## src/rtl/seq_add32_if.sv

```systemverilog
// Operand/result handshake bundle for the multi-cycle adder/subtractor sequencer.
// The slave side is the sequencer; the master side is the operand producer and result consumer.
interface seq_add32_if #(
   parameter int WIDTH = 32
);
   logic             in_valid;
   logic             in_ready;
   logic [WIDTH-1:0] data_operandA;
   logic [WIDTH-1:0] data_operandB;
   logic             sub;
   logic             out_valid;
   logic             out_ready;
   logic [WIDTH-1:0] data_result;
   logic             cout;
   logic             overflow;

   modport master (
      output in_valid, data_operandA, data_operandB, sub, out_ready,
      input  in_ready, out_valid, data_result, cout, overflow
   );

   modport slave (
      input  in_valid, data_operandA, data_operandB, sub, out_ready,
      output in_ready, out_valid, data_result, cout, overflow
   );
endinterface

```

## src/rtl/seq_add32.sv

```systemverilog
// Multi-cycle WIDTH-bit adder/subtractor: one SLICE-bit carry-select slice is reused
// once per cycle, LSB slice first, with the carry chained through a 1-bit register.
module csel_add_slice #(
   parameter int W = 8
) (
   input  logic [W-1:0] a,
   input  logic [W-1:0] b,
   input  logic         cin,
   output logic [W-1:0] sum,
   output logic         cout
);
   localparam int LO = W / 2;
   localparam int HI = W - LO;

   logic [LO:0] lo_sum;
   logic [HI:0] hi_sum0;
   logic [HI:0] hi_sum1;

   // Upper half is precomputed for both carry-ins; the lower half's carry picks one.
   assign lo_sum  = {1'b0, a[LO-1:0]} + {1'b0, b[LO-1:0]} + {{LO{1'b0}}, cin};
   assign hi_sum0 = {1'b0, a[W-1:LO]} + {1'b0, b[W-1:LO]};
   assign hi_sum1 = {1'b0, a[W-1:LO]} + {1'b0, b[W-1:LO]} + {{HI{1'b0}}, 1'b1};

   assign sum[LO-1:0]       = lo_sum[LO-1:0];
   assign {cout, sum[W-1:LO]} = lo_sum[LO] ? hi_sum1 : hi_sum0;
endmodule

module seq_add32 #(
   parameter int WIDTH = 32,
   parameter int SLICE = 8
) (
   input logic        clock,
   input logic        reset,
   seq_add32_if.slave bus
);
   localparam int NSLICE = WIDTH / SLICE;
   localparam int IDX_W  = (NSLICE > 1) ? $clog2(NSLICE) : 1;

   typedef enum logic [1:0] {
      IDLE,
      BUSY,
      DONE
   } state_e;

   state_e             state_q,  state_d;
   logic [WIDTH-1:0]   a_q,      a_d;
   logic [WIDTH-1:0]   b_q,      b_d;
   logic               carry_q,  carry_d;
   logic [IDX_W-1:0]   idx_q,    idx_d;
   logic [WIDTH-1:0]   result_q, result_d;
   logic               cout_q,   cout_d;
   logic               ovf_q,    ovf_d;

   logic [SLICE-1:0]   sl_a;
   logic [SLICE-1:0]   sl_b;
   logic [SLICE-1:0]   sl_sum;
   logic               sl_cout;

   assign sl_a = a_q[idx_q*SLICE +: SLICE];
   assign sl_b = b_q[idx_q*SLICE +: SLICE];

   csel_add_slice #(.W(SLICE)) u_slice (
      .a    (sl_a),
      .b    (sl_b),
      .cin  (carry_q),
      .sum  (sl_sum),
      .cout (sl_cout)
   );

   always_comb begin
      // NOTE: every _d starts from its held value, so no branch can infer a latch.
      state_d  = state_q;
      a_d      = a_q;
      b_d      = b_q;
      carry_d  = carry_q;
      idx_d    = idx_q;
      result_d = result_q;
      cout_d   = cout_q;
      ovf_d    = ovf_q;

      unique case (state_q)
         IDLE: begin
            if (bus.in_valid) begin
               // Subtraction is A + ~B + 1: invert B here and seed the carry with sub.
               a_d     = bus.data_operandA;
               b_d     = bus.data_operandB ^ {WIDTH{bus.sub}};
               carry_d = bus.sub;
               idx_d   = '0;
               state_d = BUSY;
            end
         end
         BUSY: begin
            result_d[idx_q*SLICE +: SLICE] = sl_sum;
            carry_d = sl_cout;
            idx_d   = idx_q + IDX_W'(1);
            if (idx_q == IDX_W'(NSLICE - 1)) begin
               cout_d  = sl_cout;
               ovf_d   = (a_q[WIDTH-1] == b_q[WIDTH-1]) && (sl_sum[SLICE-1] != a_q[WIDTH-1]);
               idx_d   = '0;
               state_d = DONE;
            end
         end
         DONE: begin
            if (bus.out_ready) state_d = IDLE;
         end
         default: state_d = IDLE;
      endcase
   end

   always_ff @(posedge clock) begin
      // NOTE: non-blocking updates so every flop samples pre-edge values.
      if (reset) begin
         state_q  <= IDLE;
         a_q      <= '0;
         b_q      <= '0;
         carry_q  <= 1'b0;
         idx_q    <= '0;
         result_q <= '0;
         cout_q   <= 1'b0;
         ovf_q    <= 1'b0;
      end else begin
         state_q  <= state_d;
         a_q      <= a_d;
         b_q      <= b_d;
         carry_q  <= carry_d;
         idx_q    <= idx_d;
         result_q <= result_d;
         cout_q   <= cout_d;
         ovf_q    <= ovf_d;
      end
   end

   assign bus.in_ready    = (state_q == IDLE);
   assign bus.out_valid   = (state_q == DONE);
   assign bus.data_result = result_q;
   assign bus.cout        = cout_q;
   assign bus.overflow    = ovf_q;
endmodule

```

## src/flat_wrapper.sv

```systemverilog
// flat-port wrapper written by rule: the top's interface ports become plain ports
module seq_add32_flat 
#(
   parameter int WIDTH = 32,
   parameter int SLICE = 8
)
  (clock, reset, bus_in_valid, bus_data_operandA, bus_data_operandB, bus_sub, bus_out_ready, bus_in_ready, bus_out_valid, bus_data_result, bus_cout, bus_overflow);
  seq_add32_if #(.WIDTH(WIDTH)) bus_i ();
  input logic clock;
  input logic reset;
  input wire logic [$bits(bus_i.in_valid)-1:0] bus_in_valid;
  input wire logic [$bits(bus_i.data_operandA)-1:0] bus_data_operandA;
  input wire logic [$bits(bus_i.data_operandB)-1:0] bus_data_operandB;
  input wire logic [$bits(bus_i.sub)-1:0] bus_sub;
  input wire logic [$bits(bus_i.out_ready)-1:0] bus_out_ready;
  output wire logic [$bits(bus_i.in_ready)-1:0] bus_in_ready;
  output wire logic [$bits(bus_i.out_valid)-1:0] bus_out_valid;
  output wire logic [$bits(bus_i.data_result)-1:0] bus_data_result;
  output wire logic [$bits(bus_i.cout)-1:0] bus_cout;
  output wire logic [$bits(bus_i.overflow)-1:0] bus_overflow;
  assign bus_i.in_valid = bus_in_valid;
  assign bus_i.data_operandA = bus_data_operandA;
  assign bus_i.data_operandB = bus_data_operandB;
  assign bus_i.sub = bus_sub;
  assign bus_i.out_ready = bus_out_ready;
  assign bus_in_ready = bus_i.in_ready;
  assign bus_out_valid = bus_i.out_valid;
  assign bus_data_result = bus_i.data_result;
  assign bus_cout = bus_i.cout;
  assign bus_overflow = bus_i.overflow;
  seq_add32 #(.WIDTH(WIDTH), .SLICE(SLICE)) u_core (.clock(clock), .reset(reset), .bus(bus_i));
endmodule
```

## config.mk

```make
export PLATFORM = sky130hd
export DESIGN_NAME = seq_add32_flat
export DESIGN_NICKNAME = d
export VERILOG_FILES = /design/src/rtl/seq_add32_if.sv /design/src/rtl/seq_add32.sv /design/src/flat_wrapper.sv
export SDC_FILE = /design/constraint.sdc
export NUM_CORES = 1
export LEC_CHECK = 0
export ABC_AREA = 1
export CAP_MARGIN = 10
export CORE_UTILIZATION = 46
export DETAILED_ROUTE_END_ITERATION = 7
export PLACE_DENSITY = 0.76
export SLEW_MARGIN = 20
export SYNTH_ARGS = -nofsm -noshare
export SYNTH_HDL_FRONTEND = slang
export SYNTH_SLANG_ARGS = --single-unit
```

## constraint.sdc

```tcl
create_clock -name clock -period 2.8 [get_ports clock]
set_clock_uncertainty 0.15 [all_clocks]
set_input_delay 0.28 -clock clock [delete_from_list [all_inputs] [get_ports clock]]
set_output_delay 0.28 -clock clock [all_outputs]
set_load 0.03 [all_outputs]
```

==> results.sh <==
export IMPL_dr_pass1_iters=6
export IMPL_ys_types=38
export IMPL_diodes=0
export IMPL_grt_pass1_vias=4402
export IMPL_drive_gt1_frac=0.199
export IMPL_drt_met1_wl_mm=5.96
export IMPL_async_reset_ff_frac=0
export IMPL_initial_core_util=0.482
export IMPL_wl_met2_mm=6.55
export IMPL_die_x_um=107
export IMPL_syn_inst=644
export IMPL_fin_cells=901
export IMPL_dp_cells=866
export IMPL_setup_slack_ns=-0.00296
export IMPL_violations="setup timing"
export IMPL_worst_pin_slew_ns=0.906
export IMPL_row_count=37
export IMPL_synth_largest_area_cell="dfxtp_1"
export IMPL_drc=0
export IMPL_finalSetupViolations=1
export IMPL_power_density_nw_per_um2=541
export IMPL_routedWlPerCell_um=14.9
export IMPL_core_um2=10500
export IMPL_num_fill_cells=875
export IMPL_period_needed_ns=2.80
export IMPL_netlist_top_cells_count="nor2_1 (136), dfxtp_1 (103), nand2_1 (86), o21ai_0 (60), a21oi_1 (42)"
export IMPL_finalWirelength_mm=13.4
export IMPL_crit_arrival_ns=2.96
export IMPL_worst_path_max_fanout=7
export IMPL_ctsRootBufferMaster="clkbuf_8"
export IMPL_grt_pass1_wl_mm=20.9
export IMPL_slew_headroom=0.396
export IMPL_htreeDepth=3
export IMPL_die_area_um2=11400
export IMPL_synth_top_area_share=0.407
export IMPL_grt_max_degree=68
export IMPL_antenna_left=0
export IMPL_fin_crit_sh=1.00
export IMPL_port_buffers=104
export IMPL_ioPinCount=105
export IMPL_cts_buffer_depth=2
export IMPL_synth_top_cells_by_area="dfxtp_1 (41%), nor2_1 (10%), a211oi_2 (6.7%)"
export IMPL_hpwl_mm=9.42
export IMPL_insertion_delay_ns=0.38
export IMPL_critical_path_class="reg2reg"
export IMPL_synth_net_count=730
export IMPL_fin_nets=846
export IMPL_overflow=0
export IMPL_top_layer="met4"
export IMPL_syn2layout_area_growth_pct=35.7
export IMPL_cts_tree="yes"
export IMPL_hold_class="reg2reg"
export IMPL_gp_congestion=0.847
export IMPL_ir_drop_uv=337
export IMPL_fmax_ghz=0.357
export IMPL_seq_area_frac_synth=0.407
export IMPL_end_kind="register"
export IMPL_wl_met3_um=623
export IMPL_crit_path_start_kind="register"
export IMPL_synth_avg_cell_area_um2=7.87
export IMPL_drv_cap=0
export IMPL_leakage_nw=2.59
export IMPL_yosysMostFrequentCell="nor2_1"
export IMPL_cts_clk_slew_worst_paths_ns=0.11
export IMPL_slew_viol_final=0
export IMPL_antenna_found_initial=0
export IMPL_required_ns=2.96
export IMPL_numCtsBuffers=9
export IMPL_hold_violations=0
export IMPL_status="complete, but fails checks"
export IMPL_drt_iter0_drc=224
export IMPL_die_y_um=107
export IMPL_grt_usage=0.232
export IMPL_via_per_inst=5.24
export IMPL_syn_area_um2=5070
export IMPL_whs_ns=0.321
export IMPL_rsz0062_at_grt="true"
export IMPL_ys_warn_count=0
export IMPL_synthFlopType="dfxtp_1"
export IMPL_num_vias=4725
export IMPL_ys_seq_elements=103
export IMPL_synth_edff_count=0
export IMPL_cts_sinks=103
## routing by layer
| layer | global-route usage | vias to the layer above |
|---|---|---|
| met4 | 0.0959 | 0 |
| met2 | 0.386 | 156 |
| met3 | 0.0334 | 19 |
| li1 | - | 2362 |
| met5 | 0 | - |
| met1 | 0.302 | 2188 |
## metrics by stage
stage	power (mW)	TNS, ns	setup WS, ns	cell area [um^2]	utilization
final	3.72	-0.00296	-0.00296	6880	0.654
after global routing	3.89	-0.271	-0.0730	6880	0.654
after CTS	3.54	0	0.0190	6510	0.619
after detailed placement	2.60	-0.829	-0.137	6250	0.595
after global placement	2.57	0	0.00371	6250	0.595
after floorplan	2.26	0	0.00154	5080	-
## where the power goes
group / internal [mW] / switching, mW / total (mW)
combinational: 0.520 / 0.628 / 1.15
sequential: 1.56 / 0.0710 / 1.63
clock: 0.408 / 0.535 / 0.943
## flip-flops by register name, indices dropped and copies added (netlist names)
| register | cells |
|---|---|
| u_core.a_q | 32 |
| u_core.b_q | 32 |
| u_core.bus.cout | 1 |
| u_core.bus.data_result | 32 |
| u_core.bus.overflow | 1 |
| u_core.carry_q | 1 |
| u_core.idx_q | 2 |
| u_core.state_q | 2 |
## critical path, stage by stage (launching register included)
cell,delay [ns]
dfxtp_4,0.43
buf_8,0.15
o21ai_4,0.05
o22ai_2,0.22
ha_2,0.23
inv_2,0.04
fa_2,0.59
inv_2,0.05
ha_4,0.26
nand2_2,0.04
o21ai_2,0.06
nand2_1,0.08
nor2_2,0.14
nand2_1,0.08
a21oi_2,0.14
## worst paths after layout
kind | start | end | slack (ns) | cells after the start
worst max-delay path | u_core.idx_q[0] | u_core.bus.data_result[29] | -0.003 | 14
worst min-delay path | u_core.bus.data_result[6] | u_core.bus.data_result[6] | 0.32 | 2
worst max register to register | u_core.idx_q[0] | u_core.bus.data_result[29] | -0.003 | 14
worst min register to register | u_core.bus.data_result[6] | u_core.bus.data_result[6] | 0.32 | 2
## cell usage in the layout, fill, tap and decap left out, types with 2 or more instances in the layout
cell type	instances
a211oi_1	3
a211oi_2	27
a21oi_1	38
a21oi_2	5
a22oi_1	3
a32oi_1	2
a32oi_2	3
buf_12	2
buf_2	2
buf_4	32
buf_6	5
clkbuf_8	12
clkdlybuf4s50_1	102
dfxtp_1	101
dfxtp_4	2
fa_2	3
ha_1	10
ha_4	3
inv_1	22
inv_2	8
inv_4	2
inv_6	3
nand2_1	79
nand2_2	5
nand2_4	5
nand3_1	17
nand3_2	3
nand4_1	2
nor2_1	131
nor2_2	6
nor2_4	3
nor3_1	2
o21ai_0	50
o21ai_1	7
o21ai_2	3
o22ai_1	5
o22ai_2	7
xnor2_1	31
xor2_1	3
## what timing repair did
item	in CTS	in global routing
setup endpoints to repair	13	22
gates cloned	2	0
gates resized for setup	7	78
hold buffers	0	0
pin swaps	0	28
buffers inserted	2	15
## kinds of logic (layout without fill, tap and decap cells)
kind of cell,Yosys count,after routing,share of synthesized area
AND/OR/NAND/NOR,259,259,0.213
buffers and inverters,73,194,0.0661
adder cells (fa/ha/maj),17,17,0.0464
AO/OA/AOI/OAI,157,157,0.207
XOR/XNOR,35,35,0.0605
flip-flops,103,103,0.407
## area by class of cell
| cell class | instances | area [um^2] | share of cell area |
|---|---|---|---|
| sequential | 103 | 2070 | 0.301 |
| clock inverter | 4 | 35.0 | 0.00509 |
| clock buffer | 12 | 165 | 0.0240 |
| tap | 136 | 170 | 0.0247 |
| multi-input combinational | 468 | 2920 | 0.424 |
| timing repair inverter | 1 | 7.51 | 0.00109 |
| inverter | 32 | 125 | 0.0182 |
| timing repair buffer | 145 | 1390 | 0.202 |
No activity file was read; power rests on OpenSTA's default activity.
==> edit: new RTL, same settings <==
`SLICE` is set to 8 in 2 places; all go to 32.
--- a/src/rtl/seq_add32.sv
+++ b/src/rtl/seq_add32.sv
@@ -29,3 +29,3 @@
    parameter int WIDTH = 32,
-   parameter int SLICE = 8
+   parameter int SLICE = 32
 ) (
--- a/src/flat_wrapper.sv
+++ b/src/flat_wrapper.sv
@@ -4,3 +4,3 @@
    parameter int WIDTH = 32,
-   parameter int SLICE = 8
+   parameter int SLICE = 32
 )
Check against the original RTL: not equivalent (Yosys sat finds a counterexample within 4 cycles, from zero or initial values and one cycle with reset high).
==> edit against the original RTL <==
Area after synthesis up 15%. Total power up 9.2%. Worst setup slack better by 170 ps. Design area up 8.9%. Routed wire length up 5.0%. Via count up 18%. Sequential cell count down 2. Critical path depth up 4. Global-route usage down 0.82 points. Sequential share of layout area down 3.1 points. Worst hold slack worse by 1.8 ps. Critical path type unchanged. Highest routed layer unchanged.
==> edit: results (changes against the original RTL) <==
- Status: finished, final reports clean
- Seq/Total Area, Yosys: 34.6% (-6.1 points)
- Antenna violations before repair: 0 (unchanged)
- M1 WL: 6.62 mm (+11%)
- Worst-skew pair later-pin latency: 350 ps (-30 ps)
- Via count: 5578 (+18%)
- Data arrival, critical path: 2760 ps (-200 ps)
- First-pass GRT wire length: 23.4 mm (+12%)
- Worst setup slack after layout: 172 ps (+175 ps)
- Post-synthesis cell type count: 38 (unchanged)
- GRT Total Usage: 22.4% (-0.82 points)
- Worst slew margin: 61.0% (+21 points)
- H-tree depth: 3 (unchanged)
- Post-route core utilization: 61.3% (-4.1 points)
- Root Driver: clkbuf_16
- Vias in the first global route: 5040 (+14%)
- Share of cells above drive strength 1: 8.20% (-12 points)
- HP Start: u_core.bus.data_result[17]$_SDFFE_PP0P_
- Final HPWL DP: 10.1 mm (+6.8%)
- Largest net degree at the start of global routing: 84 (+24%)
- Drt first pass iters: 5 (-1)
- Worst Setup EP: u_core.carry_q$_SDFFE_PP0P_
- Worst-path fanout max: 6 (-1)
- Final RePlAce weighted congestion: 0.854 (+0.91%)
- Nets@finish: 1038 (+23%)
- Met2 Use GR: 37.4% (-1.2 points)
- Post-synth top cells: nand2_1 (147), nor2_1 (123), dfxtp_1 (101)
- Met3 WL: 841 um (+35%)
- Clock transition at the registers of the reported paths: 70 ps (-40 ps)
- DR WL met2: 6.47 mm (-1.3%)
- Post-synth ARST share: 0% (unchanged)
- Synthesized net count: 941 (+29%)
- Place WS: 101 ps (+238 ps)
- Syn. warnings: 0 (unchanged)
- Cells on worst reg2reg path: 18 (+4)
- Via/cell ratio: 5.04 (-3.9%)
- Peak VDD IR: 344 uV (+2.1%)
- Worst R2R Start: u_core.carry_q$_SDFFE_PP0P_
- Initial DRC count: 257 (+15%)
- Pleak: 0.00344 uW (+33%)
- Met3 GRT Util: 5.59% (+2.2 points)
- Filler cell count in the final layout: 1164 (+33%)
- Largest cells by area after synthesis: dfxtp_1 (35%), nand2_1 (9.4%), o21ai_0 (8.3%)
- Syn_area_per_cell: 6.99 um^2 (-11%)
- Grt met1 use: 29.1% (-1.1 points)
- Dpl cells: 1085 (+25%)
- Cell Area, Placed: 7090 um^2 (+13%)
- WL/cell: 12.7 um (-15%)
==> edit: repair_timing <==
action | CTS | global route
setup buffers | 0 | 6
gates resized for setup | 0 | 15
endpoints found under the setup margin | 0 | 10
==> edit: cell type report <==
cell class / instances / area share [%]
tap: 168 / 2.81
sequential: 101 / 27.0
inverter: 86 / 4.31
multi-input combinational: 614 / 45.5
clock buffer: 13 / 3.61
clock inverter: 3 / 0.568
timing repair buffer: 122 / 16.1
==> edit: cell families after synthesis <==
group | synth area share [%]
and+or+nand+nor | 24.9
AOI/OAI and AO/OA | 17.0
buffers and inverters | 7.85
DFF | 34.6
xor gates and xnor gates | 7.79
adders and majority gates | 7.87
==> edit: worst max-delay path, stage by stage (launching register included) <==
cell and delay [ps]:
dfxtp_2 320, inv_1 50, fa_2 380, inv_2 80
fa_2 200, nand2_1 60, nand2_2 80, nand3_2 90
nand2_2 110, nand2_2 70, nand2_4 120, nand4_4 120
nor2_8 160, nand2_4 70, nor2_8 140, nand2_2 60
nand2_2 60, nand3_2 100, a21oi_2 140
==> edit: how the worst min path moves through the flow <==
stage	end	slack, ps	cells past startpoint
after floorplan	u_core.a_q[10]$_SDFFE_PP0P_	300	2
after global placement	u_core.bus.data_result[17]$_SDFFE_PP0P_	300	2
after detailed placement	u_core.bus.data_result[17]$_SDFFE_PP0P_	310	2
after CTS	u_core.bus.data_result[17]$_SDFFE_PP0P_	320	2
after global routing	u_core.bus.data_result[17]$_SDFFE_PP0P_	340	2
final	u_core.bus.data_result[17]$_SDFFE_PP0P_	320	2
==> edit: power by group <==
part	switching [uW]	internal, uW	total [uW]
Clock	532	765	1300
Combinational	656	471	1130
Sequential	77.3	1560	1640
Total	1270	2800	4070
